File: config.mk
export PLATFORM = sky130hd
export DESIGN_NAME = mem_access
export DESIGN_NICKNAME = d
export VERILOG_FILES = /design/src/rtl/mem_access.sv
export SDC_FILE = /design/constraint.sdc
export NUM_CORES = 1
export LEC_CHECK = 0
export BUFFER_PORTS_ARGS = -buffer_cell sky130_fd_sc_hd__buf_4
export CORE_MARGIN = 2
export CORE_UTILIZATION = 46
export DETAILED_ROUTE_END_ITERATION = 10
export GPL_ROUTABILITY_DRIVEN = 0
export PLACE_DENSITY_LB_ADDON = 0.12
export SLEW_MARGIN = 20
export SYNTH_ARGS = -nofsm -noshare
export SYNTH_HDL_FRONTEND = slang
export SYNTH_SLANG_ARGS = --single-unit
File: constraint.sdc
create_clock -name clk_i -period 2.2 [get_ports clk_i]
set_input_delay 0.33 -clock clk_i [delete_from_list [all_inputs] [get_ports clk_i]]
set_output_delay 0.33 -clock clk_i [all_outputs]
set_load 0.02 [all_outputs]
File: src/rtl/mem_access.sv
`default_nettype none
// mem_access: memory-stage load/store unit with one outstanding bus transaction,
// store lane steering on issue and load extraction/extension on completion.
module mem_access #(
  parameter int XLEN        = 64,
  parameter int ALIGN_CHECK = 1
) (
  input  logic                clk_i,
  input  logic                rst_ni,
  input  logic                req_valid_i,
  input  logic                req_load_i,
  input  logic                req_store_i,
  input  logic [1:0]          req_size_i,
  input  logic                req_unsigned_i,
  input  logic [63:0]         req_addr_i,
  input  logic [XLEN-1:0]     req_wdata_i,
  input  logic                hold_i,
  input  logic                flush_i,
  output logic                stall_o,
  output logic                done_o,
  output logic                fault_o,
  output logic [XLEN-1:0]     rdata_o,
  output logic                dreq_valid_o,
  output logic [63:0]         dreq_addr_o,
  output logic [1:0]          dreq_size_o,
  output logic [XLEN/8-1:0]   dreq_strobe_o,
  output logic [XLEN-1:0]     dreq_data_o,
  input  logic                dresp_data_ok_i,
  input  logic [XLEN-1:0]     dresp_data_i
);

  localparam int NB = XLEN / 8;
  localparam int OW = $clog2(NB);

  typedef enum logic [1:0] {
    S_IDLE = 2'd0,
    S_BUSY = 2'd1,
    S_DONE = 2'd2
  } state_e;

  state_e            state_q;
  logic              drop_q;
  logic              drop_d;
  logic              load_q;
  logic              unsigned_q;
  logic [1:0]        size_q;
  logic [OW-1:0]     off_q;
  logic              dreq_valid_q;
  logic [63:0]       dreq_addr_q;
  logic [NB-1:0]     strobe_q;
  logic [XLEN-1:0]   wdata_q;
  logic              done_q;
  logic              fault_q;
  logic [XLEN-1:0]   rdata_q;

  logic              w_accept;
  logic [OW-1:0]     w_off;
  logic [NB-1:0]     w_mask;
  logic [2:0]        w_amask;
  logic              w_misalign;
  logic              w_bad_size;
  logic              w_fault;
  logic [NB-1:0]     w_strobe;
  logic [XLEN-1:0]   w_wdata_sh;
  logic [63:0]       w_resp_sh;
  logic [63:0]       w_ext;
  logic [XLEN-1:0]   w_rdata;

  assign w_accept = (state_q == S_IDLE) && req_valid_i && (req_load_i || req_store_i) && !flush_i;
  assign w_off    = req_addr_i[OW-1:0];

  always_comb begin
    w_mask  = '1;
    w_amask = 3'd7;
    case (req_size_i)
      2'd0: begin w_mask = NB'(1);  w_amask = 3'd0; end
      2'd1: begin w_mask = NB'(3);  w_amask = 3'd1; end
      2'd2: begin w_mask = NB'(15); w_amask = 3'd3; end
      default: begin w_mask = '1;   w_amask = 3'd7; end
    endcase
  end

  assign w_misalign = (ALIGN_CHECK != 0) && ((req_addr_i[2:0] & w_amask) != 3'd0);
  assign w_bad_size = (XLEN == 32) && (req_size_i == 2'd3);
  // Load and store together is an illegal encoding; report it as a fault too.
  assign w_fault    = w_misalign || w_bad_size || (req_load_i && req_store_i);

  assign w_strobe   = req_store_i ? (w_mask << w_off) : '0;
  assign w_wdata_sh = req_wdata_i << {w_off, 3'b000};

  always_comb begin
    w_resp_sh = 64'(dresp_data_i >> {off_q, 3'b000});
    w_ext     = w_resp_sh;
    case (size_q)
      2'd0: w_ext = unsigned_q ? {56'd0, w_resp_sh[7:0]}  : {{56{w_resp_sh[7]}},  w_resp_sh[7:0]};
      2'd1: w_ext = unsigned_q ? {48'd0, w_resp_sh[15:0]} : {{48{w_resp_sh[15]}}, w_resp_sh[15:0]};
      2'd2: w_ext = unsigned_q ? {32'd0, w_resp_sh[31:0]} : {{32{w_resp_sh[31]}}, w_resp_sh[31:0]};
      default: w_ext = w_resp_sh;
    endcase
  end

  assign w_rdata = load_q ? w_ext[XLEN-1:0] : '0;
  assign drop_d  = drop_q || flush_i;

  always_ff @(posedge clk_i or negedge rst_ni) begin
    if (!rst_ni) begin
      state_q      <= S_IDLE;
      drop_q       <= 1'b0;
      load_q       <= 1'b0;
      unsigned_q   <= 1'b0;
      size_q       <= 2'd0;
      off_q        <= '0;
      dreq_valid_q <= 1'b0;
      dreq_addr_q  <= '0;
      strobe_q     <= '0;
      wdata_q      <= '0;
      done_q       <= 1'b0;
      fault_q      <= 1'b0;
      rdata_q      <= '0;
    end else begin
      case (state_q)
        S_IDLE: begin
          if (w_accept) begin
            load_q     <= req_load_i;
            unsigned_q <= req_unsigned_i;
            size_q     <= req_size_i;
            off_q      <= w_off;
            drop_q     <= 1'b0;
            if (w_fault) begin
              state_q <= S_DONE;
              done_q  <= 1'b1;
              fault_q <= 1'b1;
              rdata_q <= '0;
            end else begin
              state_q      <= S_BUSY;
              dreq_valid_q <= 1'b1;
              dreq_addr_q  <= req_addr_i;
              strobe_q     <= w_strobe;
              wdata_q      <= w_wdata_sh;
            end
          end
        end
        S_BUSY: begin
          // The bus cannot abort, so a flush only marks the result to be dropped.
          if (dresp_data_ok_i) begin
            dreq_valid_q <= 1'b0;
            drop_q       <= 1'b0;
            if (drop_d) begin
              state_q <= S_IDLE;
            end else begin
              state_q <= S_DONE;
              done_q  <= 1'b1;
              fault_q <= 1'b0;
              rdata_q <= w_rdata;
            end
          end else begin
            drop_q <= drop_d;
          end
        end
        S_DONE: begin
          if (flush_i || !hold_i) begin
            state_q <= S_IDLE;
            done_q  <= 1'b0;
            fault_q <= 1'b0;
            rdata_q <= '0;
          end
        end
        default: state_q <= S_IDLE;
      endcase
    end
  end

  assign stall_o       = w_accept || (state_q == S_BUSY);
  assign done_o        = done_q;
  assign fault_o       = fault_q;
  assign rdata_o       = rdata_q;
  assign dreq_valid_o  = dreq_valid_q;
  assign dreq_addr_o   = dreq_addr_q;
  assign dreq_size_o   = size_q;
  assign dreq_strobe_o = strobe_q;
  assign dreq_data_o   = wdata_q;

endmodule
`default_nettype wire
==> results of run 1 <==
[cell usage after synthesis, drive strengths merged, types with 2 or more instances]
library cell / number / area share (%)
o22ai: 3 / 0.16
nand3: 9 / 0.39
nand2b: 11 / 0.60
a221oi: 2 / 0.15
o21ai: 94 / 4.1
o41ai: 4 / 0.30
or2: 2 / 0.11
nor2b: 21 / 1.1
dfrtp: 213 / 46
clkbuf: 77 / 2.5
o2bb2ai: 23 / 1.8
and2: 4 / 0.22
nand2: 353 / 12
a32o: 32 / 2.8
mux2i: 84 / 7.3
mux4: 9 / 1.8
inv: 14 / 0.46
a21oi: 32 / 1.4
buf: 34 / 1.5
mux2: 40 / 3.9
a211oi: 25 / 1.6
nor2: 25 / 0.82
ha: 4 / 0.44
a2bb2oi: 7 / 0.53
o221ai: 8 / 0.61
o211ai: 24 / 1.6
a22o: 32 / 2.4
o21a: 9 / 0.59
o31ai: 19 / 1.2
a32oi: 8 / 0.61
a22oi: 2 / 0.13
[flip-flops by register name, indices dropped and copies added, names as in the netlist, 2 cells and up]
name           count
off_q              3
state_q            2
dreq_data_o       64
dreq_addr_o       64
dreq_strobe_o      8
rdata_o           64
dreq_size_o        2
[layout make-up]
cell class,instances,share of cell area [%]
clock inverter,4,0.121
inverter,14,0.319
clock buffer,36,4.35
sequential,213,32.3
antenna,1,0.0152
tap,324,2.46
multi-input combinational,898,34.5
timing repair buffer,526,25.9
[through the flow]
| stage | setup TNS, ns | cells | instance area, µm² | setup slack (ns) | utilization [%] |
|---|---|---|---|---|---|
| after floorplan | 0 | 1236 | 11500 | 0.0237 | - |
| after CTS | 0 | 2015 | 16500 | 0.00827 | 67.4 |
| final | 0 | 2016 | 16500 | 0.00161 | 67.4 |
| after global routing | -1.54 | 2016 | 16500 | -0.0564 | 67.4 |
| after detailed placement | -0.0277 | 1925 | 15200 | -0.00640 | 62.3 |
| after global placement | 0 | 1925 | 15200 | 0.0347 | 62.3 |
[power breakdown]
part | switching [µW] | total, µW | internal (µW)
clock network | 1610 | 3840 | 2230
registers | 837 | 5940 | 5100
logic | 5850 | 9930 | 4080
[how the worst max path moves through the flow]
stage               start          end  slack [ns]  depth (start not counted)
2_1_floorplan  state_q[0]  rdata_o[17]        0.02                         10
3_3_place_gp     off_q[0]  rdata_o[41]        0.03                          6
3_5_place_dp     off_q[0]  rdata_o[44]      -0.006                          6
4_1_cts        state_q[0]      stall_o       0.008                          7
5_1_grt        state_q[0]      stall_o       -0.06                          7
6_report         off_q[0]  rdata_o[34]       0.002                          6
[cell families (layout without fill, tap and decap cells)]
kind of cell / count (synthesis) / after routing
compound gates: 329 / 329
fa+ha+maj: 4 / 4
buf+inv: 125 / 580
flops: 213 / 213
mux: 133 / 133
other cells: 0 / 1
simple gates: 432 / 432
[tightest hold or removal path: stages]
cell                      delay [ns]
sky130_fd_sc_hd__buf_4          0.07
sky130_fd_sc_hd__nand2_1        0.04
sky130_fd_sc_hd__nand2_1        0.05
[timing repair]
action	CTS	global route
endpoints found under the setup margin	33	49
hold endpoints to repair	89	0
buffers inserted	4	0
pin swaps	1	0
hold buffers	46	0
resized for setup	7	2
[layer usage]
metal,up-vias,GRT usage [%],routed length (µm)
met5,-,0,12
met3,84,7.89,3990
met4,2,11.5,1520
met2,539,53.4,20700
met1,5584,39.6,16000
li1,5278,-,-
==> results.txt, run 1 <==
----------------------------------------------------
[Clocking]
  Clock root buffer ... sky130_fd_sc_hd__clkbuf_16
  Clock tree from TritonCTS ... built
  Max clock buf depth ... 3
  Clock Sinks ... 213
  Clock Latency Late Sink ... about 0.52 ns
  Inserted Clock Buffers ... 24
  Maximum level of the CTS H-tree ... 1
  Clock transition time at the flip-flop clock pins of the worst setup and hold paths ... ~0.07 ns

[Worst setup path]
  Worst reg2reg path startpoint ... off_q[0]
  Startpoint Class ... flop
  Ordered cell list for the critical path ... mux2i_1 > mux4_2 > or4_4 > nand3b_4 > buf_12 > a32o_1
  Combined buffer and inverter count along the critical path ... 1
  R2r setup slk ... ~0.0016 ns
  Cell with the largest stage delay on the worst path ... sky130_fd_sc_hd__dfrtp_2
  Crit Path Category ... flop to flop
  Max Fanout on Critical Path ... 32
  Maximum cell stage delay along the critical path ... approximately 0.5 ns
  Signal arrival time at the worst endpoint ... 2.64 ns
  Cell family with the largest share of critical-path delay ... multiplexers
  Setup crit end kind ... flop
  Required time of the worst setup path ... roughly 2.6 ns
  Worst R2R End ... rdata_o[34]
  Worst r2r path cells ... 6

[Floorplan]
  Die width ... approximately 160 µm
  Die extent in y ... approximately 160 µm
  Placeable core region ... around 24000 µm²
  Initial Utilization ... between 40 and 50%
  Area enclosed by the die boundary ... 26300 µm²
  Std cell rows ... between 50 and 60
  Number of ports placed on the die boundary ... around 400

[Power]
  Standby leakage power ... around 0.0082 µW
  Total power ... slightly below 20000 µW
  Pwr/cell area ... 1200 nW/µm²
  VDD IR max ... ~0.0009 V

[Timing]
  Clock tree skew after final layout ... 0.0178 ns
  Final setup violation count ... 0
  Hold violation count in the final report ... 0
  RSZ-0062 raised after global routing ... true
  Worst slew pin tran ... approximately 0.85 ns
  Worst hold margin ... between 0.015 and 0.02 ns
  Shortest clock period the worst path allows after layout ... 2.20 ns
  Pins Over Slew Limit ... 0
  Portion of the clock cycle consumed by the worst path in the final layout ... between 90% and 100%
  Max Freq ... roughly 450 MHz
  Slew HR ... 43.2%

[Final layout]
  Most frequent standard cell in the layout excluding fill and tap cells ... sky130_fd_sc_hd__buf_4
  FF/Latch Area ... 5330 µm²
  Multi-input combinational cell area ... around 5700 µm²
  Number of filler instances in the final layout ... around 2k
  Layout Area Growth over Synthesis ... 43.4%
  NumNets Final ... between 1.5k and 2k
  Most frequent cells in the layout ... 462 x sky130_fd_sc_hd__buf_4, 350 x sky130_fd_sc_hd__nand2_1, 212 x sky130_fd_sc_hd__dfrtp_1, 93 x sky130_fd_sc_hd__o21ai_0, 83 x sky130_fd_sc_hd__mux2i_1
  Share of cells above drive strength 1 ... 34.3%

[Synth]
  Synth Warn # ... 0
  Post-synth cell types ... 48
  XOR/XNOR Fraction of Synth Area ... 0%
  Primary flip-flop cell chosen by synthesis mapping ... sky130_fd_sc_hd__dfrtp_1
  Adder and majority gate portion of the synthesized area ... less than 1%
  Syn Std Cell Area ... between 10000 and 15000 µm²
  Average size of a mapped cell ... around 9.3 µm²
  Share of synthesized area spent on multiplexers ... approximately 13%
  Post-synthesis sequential element count ... around 210
  Dominant combinational cell family by area after synthesis ... compound AO/OA/AOI/OAI gates
  Number of enable flip-flop cells after synthesis ... 0
  Synth Net Count ... between 1k and 1.5k
  Share of the synthesized area in compound gates (AO/OA/AOI/OAI) ... 20.4%
  Sequential fraction of the synthesis area ... a little under half
  Area share of and/or/nand/nor cells after synthesis ... 15.4%
  Fraction of registers with async set or reset after synthesis ... 100%
  Cells after synthesis ... between 1k and 1.5k

[Routing]
  Via total after detailed routing ... between 10k and 15k
  Wire length per cell after detailed routing ... roughly 21 µm
  Detailed Route WL ... about 42000 µm
  First-pass detailed-route iteration total ... 7
  Drt initial violations ... roughly 930
  Number of remaining DRC errors ... 0
  Vias per cell ... 5.70
  Post-route antenna net violation count ... 0

[GRT]
  Wire length of the first global-routing pass ... ~65000 µm
  Largest net degree at the start of global routing ... between 60 and 70
  Number of global-route vias before repair ... between 10k and 15k
  All-layer global routing usage ... 31.7%
  Initial antenna violation count ... 2
  Global-route congestion overflow total ... 0

[Flow run]
  Number of violations of the max-capacitance limit ... 0

[Place]
  Port-buffer cells ... about 410
  HPWL Detailed ... ~30000 µm

[Worst hold path]
  Hold-critical path endpoint ... dreq_addr_o[29]
  Min-delay worst type ... primary input to flop
  Beginning of the worst hold path ... req_addr_i[29]
  Number of cells on the worst hold path ... 3

[Run status]
  Result of the run ... completed

----------------------------------------------------
(Power assumes the default switching activity.)
==> inputs of run 2 (changes only) <==
--- a/config.mk
+++ b/config.mk
@@ -11,6 +11,7 @@
 export DETAILED_ROUTE_END_ITERATION = 10
 export GPL_ROUTABILITY_DRIVEN = 0
 export PLACE_DENSITY_LB_ADDON = 0.12
+export SETUP_SLACK_MARGIN = 0.2
 export SLEW_MARGIN = 20
 export SYNTH_ARGS = -nofsm -noshare
 export SYNTH_HDL_FRONTEND = slang
==> run 2 against run 1 <==
- the flow now finishes with violations (setup timing)
- setup slack got worse by 0.039 ns
- hold slack lost 0.0066 ns
- non-clock buffer count up 36
- via count increased by 4.5%
- clock power increased by 11%
- cell area grew 5.5%
- sequential power barely moved
- count of clock-buffer cells in the layout fell by 2
- routed wire length up 10%
- utilization rose by 3.7 points
- global-route usage up 1.2 points
- largest power group unchanged
==> results.txt, run 2 (synthesis results as in run 1) <==
----------------------------------------------------
[Timing]
  Final setup violation count ... 34 (was 0)
  Slew HR ... 40.1% (was 43.2%)
  Post-layout worst setup margin ... -0.0375 ns (was 0.00161 ns)
  Pins Over Slew Limit ... 0 (unchanged)
  Shortest clock period the worst path allows after layout ... 2.24 ns (was 2.20 ns)
  Worst slew pin tran ... 0.894 ns (was 0.849 ns)
  Hold violation count in the final report ... 0 (unchanged)
  Max Freq ... 447 MHz (was 455 MHz)
  Clock tree skew after final layout ... 0.0173 ns (was 0.0178 ns)
  RSZ-0062 raised after global routing ... true (unchanged)
  Sum of negative setup slack ... -0.762 ns (was 0 ns)
  Portion of the clock cycle consumed by the worst path in the final layout ... 102% (was 99.9%)

[GRT]
  Wire length of the first global-routing pass ... 68000 µm (was 65300 µm)
  Most Crowded Layer GR ... met2 (unchanged)
  Initial antenna violation count ... 1 (was 2)
  Global-route congestion overflow total ... 0 (unchanged)
  All-layer global routing usage ... 32.9% (was 31.7%)
  Met3 track utilization from global routing ... 9.30% (was 7.89%)
  Global routing usage on met2 ... 56.1% (was 53.4%)
  Met1 usage ... 38.1% (was 39.6%)
  Number of global-route vias before repair ... 12.0k (was 11.6k)
  Largest net degree at the start of global routing ... 116 (was 67)

[Floorplan]
  Std cell rows ... 57 (unchanged)
  Die width ... 162 µm (unchanged)
  Area enclosed by the die boundary ... 26300 µm² (unchanged)
  Number of ports placed on the die boundary ... 409 (unchanged)
  Die extent in y ... 162 µm (unchanged)
  Initial Utilization ... 47.0% (unchanged)
  Placeable core region ... 24500 µm² (unchanged)

[Clocking]
  Inserted Clock Buffers ... 25 (was 24)
  Maximum level of the CTS H-tree ... 1 (unchanged)
  Clock tree from TritonCTS ... built (unchanged)
  Clock root buffer ... sky130_fd_sc_hd__clkbuf_16 (unchanged)
  Clock transition time at the flip-flop clock pins of the worst setup and hold paths ... 0.07 ns (about the same)
  Max clock buf depth ... 3 (unchanged)
  Clock Latency Late Sink ... 0.53 ns (was 0.52 ns)
  Clock Sinks ... 213 (unchanged)

[Routing]
  Vias per cell ... 5.84 (was 5.70)
  First-pass detailed-route iteration total ... 5 (was 7)
  Detailed Route WL ... 46500 µm (was 42200 µm)
  Wire length per cell after detailed routing ... 22.6 µm (was 21.0 µm)
  Number of remaining DRC errors ... 0 (unchanged)
  Post-route antenna net violation count ... 0 (unchanged)
  Drt initial violations ... 1126 (was 932)
  Via total after detailed routing ... 12.0k (was 11.5k)

[Power]
  Standby leakage power ... 0.00856 µW (was 0.00818 µW)
  Switching power of the nets ... 9220 µW (was 8300 µW)
  VDD IR max ... 0.000723 V (was 0.000922 V)
  Combinational power share ... 54.1% (was 50.4%)
  Share of power burned in registers ... 26.7% (was 30.1%)
  Clock power frac ... 19.3% (was 19.5%)
  Cell internal pwr ... 13000 µW (was 11400 µW)
  Pwr/cell area ... 1280 nW/µm² (was 1200 nW/µm²)
  Switching portion of total power ... 41.5% (was 42.1%)

[Worst setup path]
  Worst R2R End ... rdata_o[42] (was rdata_o[34])
  Most used cell along the critical path ... sky130_fd_sc_hd__buf_12
  Worst r2r path cells ... 9 (was 6)
  Cell family with the largest share of critical-path delay ... buffers and inverters (was multiplexers)
  Max Fanout on Critical Path ... 16 (was 32)
  R2r setup slk ... -0.04 ns (was 0.002 ns)
  Required time of the worst setup path ... 2.61 ns (was 2.64 ns)
  Ordered cell list for the critical path ... buf_4 > buf_12 > nor2b_1 > a221o_1 > nand4_1 > buf_6 > nand3b_4 > buf_12 > a32o_1 (was mux2i_1 > mux4_2 > or4_4 > nand3b_4 > buf_12 > a32o_1)
  Setup crit end kind ... flop (unchanged)
  Cell with the largest stage delay on the worst path ... sky130_fd_sc_hd__dfrtp_2 (unchanged)
  Crit Path Category ... flop to flop (unchanged)
  Combined buffer and inverter count along the critical path ... 4 (was 1)
  Worst reg2reg path startpoint ... off_q[0] (unchanged)
  Startpoint Class ... flop (unchanged)
  Signal arrival time at the worst endpoint ... 2.65 ns (was 2.64 ns)
  Maximum cell stage delay along the critical path ... 0.47 ns (was 0.49 ns)

[Final layout]
  Most frequent standard cell in the layout excluding fill and tap cells ... sky130_fd_sc_hd__buf_4 (unchanged)
  Layout Area Growth over Synthesis ... 51.3% (was 43.4%)
  Share of cells above drive strength 1 ... 36.5% (was 34.3%)
  Most frequent cells in the layout ... 456 x sky130_fd_sc_hd__buf_4, 350 x sky130_fd_sc_hd__nand2_1, 212 x sky130_fd_sc_hd__dfrtp_1, 88 x sky130_fd_sc_hd__o21ai_0, 74 x sky130_fd_sc_hd__mux2i_1 (was 462 x sky130_fd_sc_hd__buf_4, 350 x sky130_fd_sc_hd__nand2_1, 212 x sky130_fd_sc_hd__dfrtp_1, 93 x sky130_fd_sc_hd__o21ai_0, 83 x sky130_fd_sc_hd__mux2i_1)
  Final core utilization ... 71.1% (was 67.4%)
  NumNets Final ... 1922 (was 1884)
  Antenna cells ... 0 (was 1)
  Finished layout cell area ... 17400 µm² (was 16500 µm²)

[Run status]
  Result of the run ... finished with violations (was completed)
  Violated checks ... setup timing

[Place]
  Placed Area ... 15100 µm² (was 15200 µm²)
  Port-buffer cells ... 408 (unchanged)
  HPWL Detailed ... 29600 µm (was 30600 µm)

[Flow run]
  Number of violations of the max-capacitance limit ... 0 (unchanged)

[Worst hold path]
  Hold-critical path endpoint ... load_q (was dreq_addr_o[29])
  Beginning of the worst hold path ... req_load_i (was req_addr_i[29])
  Min-delay worst type ... primary input to flop (unchanged)
  Number of cells on the worst hold path ... 3 (unchanged)

----------------------------------------------------
## run 2: changes by cell type in the layout (fill, tap and decap cells not counted), moves of 4 or more
cell                            before  now
sky130_fd_sc_hd__dlygate4sd3_1      46   60
sky130_fd_sc_hd__buf_6               2   12
sky130_fd_sc_hd__mux2i_1            83   74
sky130_fd_sc_hd__buf_16              0    8
sky130_fd_sc_hd__buf_4             462  456
sky130_fd_sc_hd__clkbuf_16          25   31
sky130_fd_sc_hd__mux2i_2             1    7
sky130_fd_sc_hd__o21ai_0            93   88
sky130_fd_sc_hd__clkbuf_1            6    2
sky130_fd_sc_hd__o21ai_2             0    4
## run 2: worst max-delay path by stage
stage                    start          end  depth (start not counted)
global route          off_q[0]  rdata_o[39]                          9
detailed placement    off_q[0]  rdata_o[43]                          6
CTS                 state_q[0]      stall_o                          7
global placement      off_q[0]  rdata_o[18]                          7
floorplan             off_q[0]  rdata_o[33]                          8
finish                off_q[0]  rdata_o[42]                          9
## run 2: layout make-up
cell class              instances  area, µm²
well taps                     324        405
inverters                      14       52.6
multi-input cells             899       5860
clock inverters                11        113
flip-flops and latches        213       5330
repair buffers                562       4910
fillers                      1833       7070
clock buffers                  34        729
## run 2: worst register-to-register path, delay by kind of cell, from the launching register on
kind | cells | cell delay, ns
buffers and inverters | 4 | 0.66
AND/OR/NAND/NOR | 3 | 0.40
flip-flops | 1 | 0.47
AO/OA/AOI/OAI | 2 | 0.58
## run 2: routing by layer
layer | vias to the layer above | routed length, µm | part of all wire [%]
met5 | - | 12 | 0.026
met3 | 170 | 4540 | 9.8
li1 | 5375 | - | -
met4 | 2 | 2490 | 5.3
met2 | 681 | 22700 | 49
met1 | 5775 | 16700 | 36
## run 2: power by group through the flow
stage	clock network (µW)	registers [µW]	logic (µW)
after floorplan	0	7160	4460
after global routing	4490	6060	12600
final	4280	5920	12000
after CTS	4320	5880	11100
after global placement	0	5890	9610
after detailed placement	0	5910	9730
## run 2: timing repair
action                     4_1_cts  5_1_grt
gates cloned                     9       10
hold buffers                    60        0
gates resized for setup         37       33
pin swaps                       16        9
setup buffers                   19        5
setup endpoints to repair       64      193
hold endpoints to repair       100        0
## run 2: stage by stage
step / std cells / worst slack [ns] / total power, µW / hold WS (ns)
2_1_floorplan: 1236 / 0.101 / 11600 / 0.0344
3_3_place_gp: 1910 / 0.0363 / 15500 / 0.270
5_1_grt: 2057 / -0.0736 / 23200 / 0.00877
6_report: 2057 / -0.0375 / 22200 / 0.00980
4_1_cts: 2043 / 0.0203 / 21300 / 0.000212
3_5_place_dp: 1910 / 0.00860 / 15600 / 0.270
==> inputs of run 3 (changes only) <==
--- a/config.mk
+++ b/config.mk
@@ -5,6 +5,7 @@
 export SDC_FILE = /design/constraint.sdc
 export NUM_CORES = 1
 export LEC_CHECK = 0
+export ABC_AREA = 1
 export BUFFER_PORTS_ARGS = -buffer_cell sky130_fd_sc_hd__buf_4
 export CORE_MARGIN = 2
 export CORE_UTILIZATION = 46
==> run 3 against run 2 <==
- the run now ends clean
- non-clock buffer count fell by 40
- die area rose by 0.99%
- count of clock-buffer cells in the layout rose by 1
- combinational power fell by 8%
- critical path depth fell by 2
- global-route usage fell by 1.6 points
- sequential power rose by 6.9%
- clock power fell by 1%
- hold slack got worse by 0.0013 ns
- cell count rose by 18%
- first-iteration DRC count rose by 23%
- utilization fell by 3.8 points
- largest power group unchanged
- highest routed layer is now met4
==> results.txt, run 3 <==
----------------------------------------------------
[Run status]
  Result of the run ... completed (was finished with violations)

[Clocking]
  Clock tree from TritonCTS ... built (unchanged)
  Clock root buffer ... sky130_fd_sc_hd__clkbuf_16 (unchanged)
  Maximum level of the CTS H-tree ... 1 (unchanged)
  Max clock buf depth ... 3 (unchanged)
  Clock Sinks ... 213 (unchanged)
  Inserted Clock Buffers ... 24 (was 25)
  Clock Latency Late Sink ... 0.53 ns (about the same)
  Clock transition time at the flip-flop clock pins of the worst setup and hold paths ... 0.06 ns (was 0.07 ns)

[Routing]
  Number of remaining DRC errors ... 0 (unchanged)
  Vias per cell ... 5.40 (was 5.84)
  Drt initial violations ... 1382 (was 1126)
  Post-route antenna net violation count ... 0 (unchanged)
  First-pass detailed-route iteration total ... 6 (was 5)
  Wire length per cell after detailed routing ... 18.2 µm (was 22.6 µm)
  Detailed Route WL ... 44300 µm (was 46500 µm)
  Via total after detailed routing ... 13.2k (was 12.0k)

[Timing]
  Hold violation count in the final report ... 0 (unchanged)
  Worst hold margin ... 0.00849 ns (was 0.00980 ns)
  Pins Over Slew Limit ... 0 (unchanged)
  Shortest clock period the worst path allows after layout ... 1.96 ns (was 2.24 ns)
  Final setup violation count ... 0 (was 34)
  Portion of the clock cycle consumed by the worst path in the final layout ... 89.1% (was 102%)
  Clock tree skew after final layout ... 0.0198 ns (was 0.0173 ns)
  Slew HR ... 61.3% (was 40.1%)
  Worst slew pin tran ... 0.580 ns (was 0.894 ns)
  Max Freq ... 510 MHz (was 447 MHz)
  RSZ-0062 raised after global routing ... false (was true)

[Place]
  Number of cells after detailed placement ... 2324 (was 1910)
  Port-buffer cells ... 408 (unchanged)
  HPWL Detailed ... 30100 µm (was 29600 µm)

[Power]
  Total power ... 21600 µW (was 22200 µW)
  Standby leakage power ... 0.00910 µW (was 0.00856 µW)
  Pwr/cell area ... 1290 nW/µm² (was 1280 nW/µm²)
  VDD IR max ... 0.000845 V (was 0.000723 V)

[Worst setup path]
  Crit Path Category ... flop to primary output (was flop to flop)
  Setup crit end kind ... primary output (was flop)
  Max Fanout on Critical Path ... 5 (was 16)
  Signal arrival time at the worst endpoint ... 1.63 ns (was 2.65 ns)
  Startpoint Class ... flop (unchanged)
  Required time of the worst setup path ... 1.87 ns (was 2.61 ns)

[Floorplan]
  Std cell rows ... 58 (was 57)
  Die extent in y ... 163 µm (was 162 µm)
  Die width ... 163 µm (was 162 µm)
  Initial Utilization ... 46.5% (was 47.0%)
  Placeable core region ... 25000 µm² (was 24500 µm²)
  Area enclosed by the die boundary ... 26500 µm² (was 26300 µm²)
  Number of ports placed on the die boundary ... 409 (unchanged)

[Final layout]
  Most frequent standard cell in the layout excluding fill and tap cells ... sky130_fd_sc_hd__nand2_1 (was sky130_fd_sc_hd__buf_4)
  Number of filler instances in the final layout ... 2238 (was 1833)
  Multi-input combinational cell area ... 5640 µm² (was 5860 µm²)
  Most frequent cells in the layout ... 781 x sky130_fd_sc_hd__nand2_1, 448 x sky130_fd_sc_hd__buf_4, 211 x sky130_fd_sc_hd__dfrtp_1, 176 x sky130_fd_sc_hd__o21ai_0, 131 x sky130_fd_sc_hd__nand3_1 (was 456 x sky130_fd_sc_hd__buf_4, 350 x sky130_fd_sc_hd__nand2_1, 212 x sky130_fd_sc_hd__dfrtp_1, 88 x sky130_fd_sc_hd__o21ai_0, 74 x sky130_fd_sc_hd__mux2i_1)
  NumNets Final ... 2294 (was 1922)
  Share of cells above drive strength 1 ... 26.3% (was 36.5%)
  Non-filler cells, final ... 2436 (was 2057)
  Layout Area Growth over Synthesis ... 44.7% (was 51.3%)
  FF/Latch Area ... 5330 µm² (about the same)

[GRT]
  All-layer global routing usage ... 31.3% (was 32.9%)
  Largest net degree at the start of global routing ... 77 (was 116)
  Global-route congestion overflow total ... 0 (unchanged)
  Initial antenna violation count ... 2 (was 1)
  Wire length of the first global-routing pass ... 65500 µm (was 68000 µm)
  Number of global-route vias before repair ... 11.9k (was 12.0k)

[Synth]
  Top cell types by occurrence after synthesis ... 784 x sky130_fd_sc_hd__nand2_1, 213 x sky130_fd_sc_hd__dfrtp_1, 178 x sky130_fd_sc_hd__o21ai_0, 132 x sky130_fd_sc_hd__nand3_1, 57 x sky130_fd_sc_hd__inv_1 (was 353 x sky130_fd_sc_hd__nand2_1, 213 x sky130_fd_sc_hd__dfrtp_1, 93 x sky130_fd_sc_hd__o21ai_0, 84 x sky130_fd_sc_hd__mux2i_1, 77 x sky130_fd_sc_hd__clkbuf_1)
  Average size of a mapped cell ... 7.01 µm² (was 9.30 µm²)
  Sequential fraction of the synthesis area ... 45.9% (was 46.3%)
  Cell types with the largest area share after synthesis ... sky130_fd_sc_hd__dfrtp_1 46%, sky130_fd_sc_hd__nand2_1 25%, sky130_fd_sc_hd__o21ai_0 7.7% (was sky130_fd_sc_hd__dfrtp_1 46%, sky130_fd_sc_hd__nand2_1 12%, sky130_fd_sc_hd__mux2i_1 7.3%)
  Synth Warn # ... 0 (unchanged)
  Fraction of registers with async set or reset after synthesis ... 100% (unchanged)
  Portion of synthesized cell area occupied by the leading cell type ... 45.9% (was 46.3%)
  Library cell with the highest instance count after synthesis ... sky130_fd_sc_hd__nand2_1 (unchanged)
  Cells after synthesis ... 1657 (was 1236)
  Primary flip-flop cell chosen by synthesis mapping ... sky130_fd_sc_hd__dfrtp_1 (unchanged)
  Synth Net Count ... 1864 (was 1443)
  Cell type with the highest aggregate area in the netlist ... sky130_fd_sc_hd__dfrtp_1 (unchanged)
  Number of enable flip-flop cells after synthesis ... 0 (unchanged)
  Post-synthesis sequential element count ... 213 (unchanged)
  Syn Std Cell Area ... 11600 µm² (was 11500 µm²)
  Post-synth cell types ... 29 (was 48)

[Flow run]
  Number of violations of the max-capacitance limit ... 0 (unchanged)

[Worst hold path]
  Min-delay worst type ... primary input to flop (unchanged)

----------------------------------------------------
## run 3: worst max-delay path: stages (launching register included)
cell	delay (ns)
sky130_fd_sc_hd__dfrtp_1	0.39
sky130_fd_sc_hd__inv_2	0.09
sky130_fd_sc_hd__ha_4	0.16
sky130_fd_sc_hd__inv_2	0.05
sky130_fd_sc_hd__nor2_4	0.09
sky130_fd_sc_hd__o211ai_4	0.11
sky130_fd_sc_hd__nand2_2	0.10
sky130_fd_sc_hd__buf_6	0.11
## run 3: layout make-up
type                            count  area share [%]
Inverter                           62            1.43
Multi-Input combinational cell   1264            33.6
Tap cell                          330            2.46
Clock inverter                      8           0.581
Sequential cell                   213            31.7
Timing Repair Buffer              522            25.9
Antenna cell                        2          0.0298
Clock buffer                       35            4.36
## run 3: worst paths after layout
check | startpoint | endpoint | slack (ns) | cells after the start
setup reg to reg | state_q[0] | rdata_o[46] | 0.25 | 12
setup / recovery | state_q[0] | stall_o | 0.24 | 7
min in group asynchronous | rst_ni | rdata_o[61] | 0.32 | 2
max in group asynchronous | rst_ni | rdata_o[19] | 1.09 | 3
hold reg to reg | dreq_addr_o[7] | dreq_addr_o[7] | 0.47 | 2
hold / removal | req_addr_i[58] | dreq_addr_o[58] | 0.008 | 3
## run 3: power by group
group	internal [µW]	total, µW	switching, µW
combinational	4220	11000	6820
sequential	5330	6330	1000
clock	2540	4230	1690
total	12100	21600	9510
## run 3: what timing repair did
action | 4_1_cts | 5_1_grt
endpoints found under the setup margin | 192 | 170
cloned | 1 | 6
pin swaps | 5 | 8
hold buffers | 49 | 0
buffers inserted | 8 | 3
gates resized for setup | 11 | 20
endpoints found under the hold margin | 97 | 0
## run 3: kinds of logic after synthesis
group,after synthesis,synth area share (%)
buf+inv,180,6.28
fa+ha+maj,4,0.431
compound gates,291,13.9
simple gates,963,33.0
mux,6,0.517
flops,213,45.9
## run 3: per-stage QoR
stage	TNS, ns	utilization, %	setup WS, ns	area (µm²)
after floorplan	0	-	0.314	11600
after global placement	0	60.7	0.0973	15100
after detailed placement	-0.0317	60.7	-0.0194	15100
after CTS	0	66.4	0.160	16600
after global routing	0	67.3	0.177	16800
final	0	67.3	0.240	16800
## run 3: layer usage
metal / part of all wire (%) / track usage (%) / wire length, µm
met1: 38 / 40.7 / 16700
met2: 48 / 50.8 / 21400
met3: 9.1 / 5.32 / 4020
met4: 4.9 / 14.9 / 2150
met5: 0 / 0 / 0
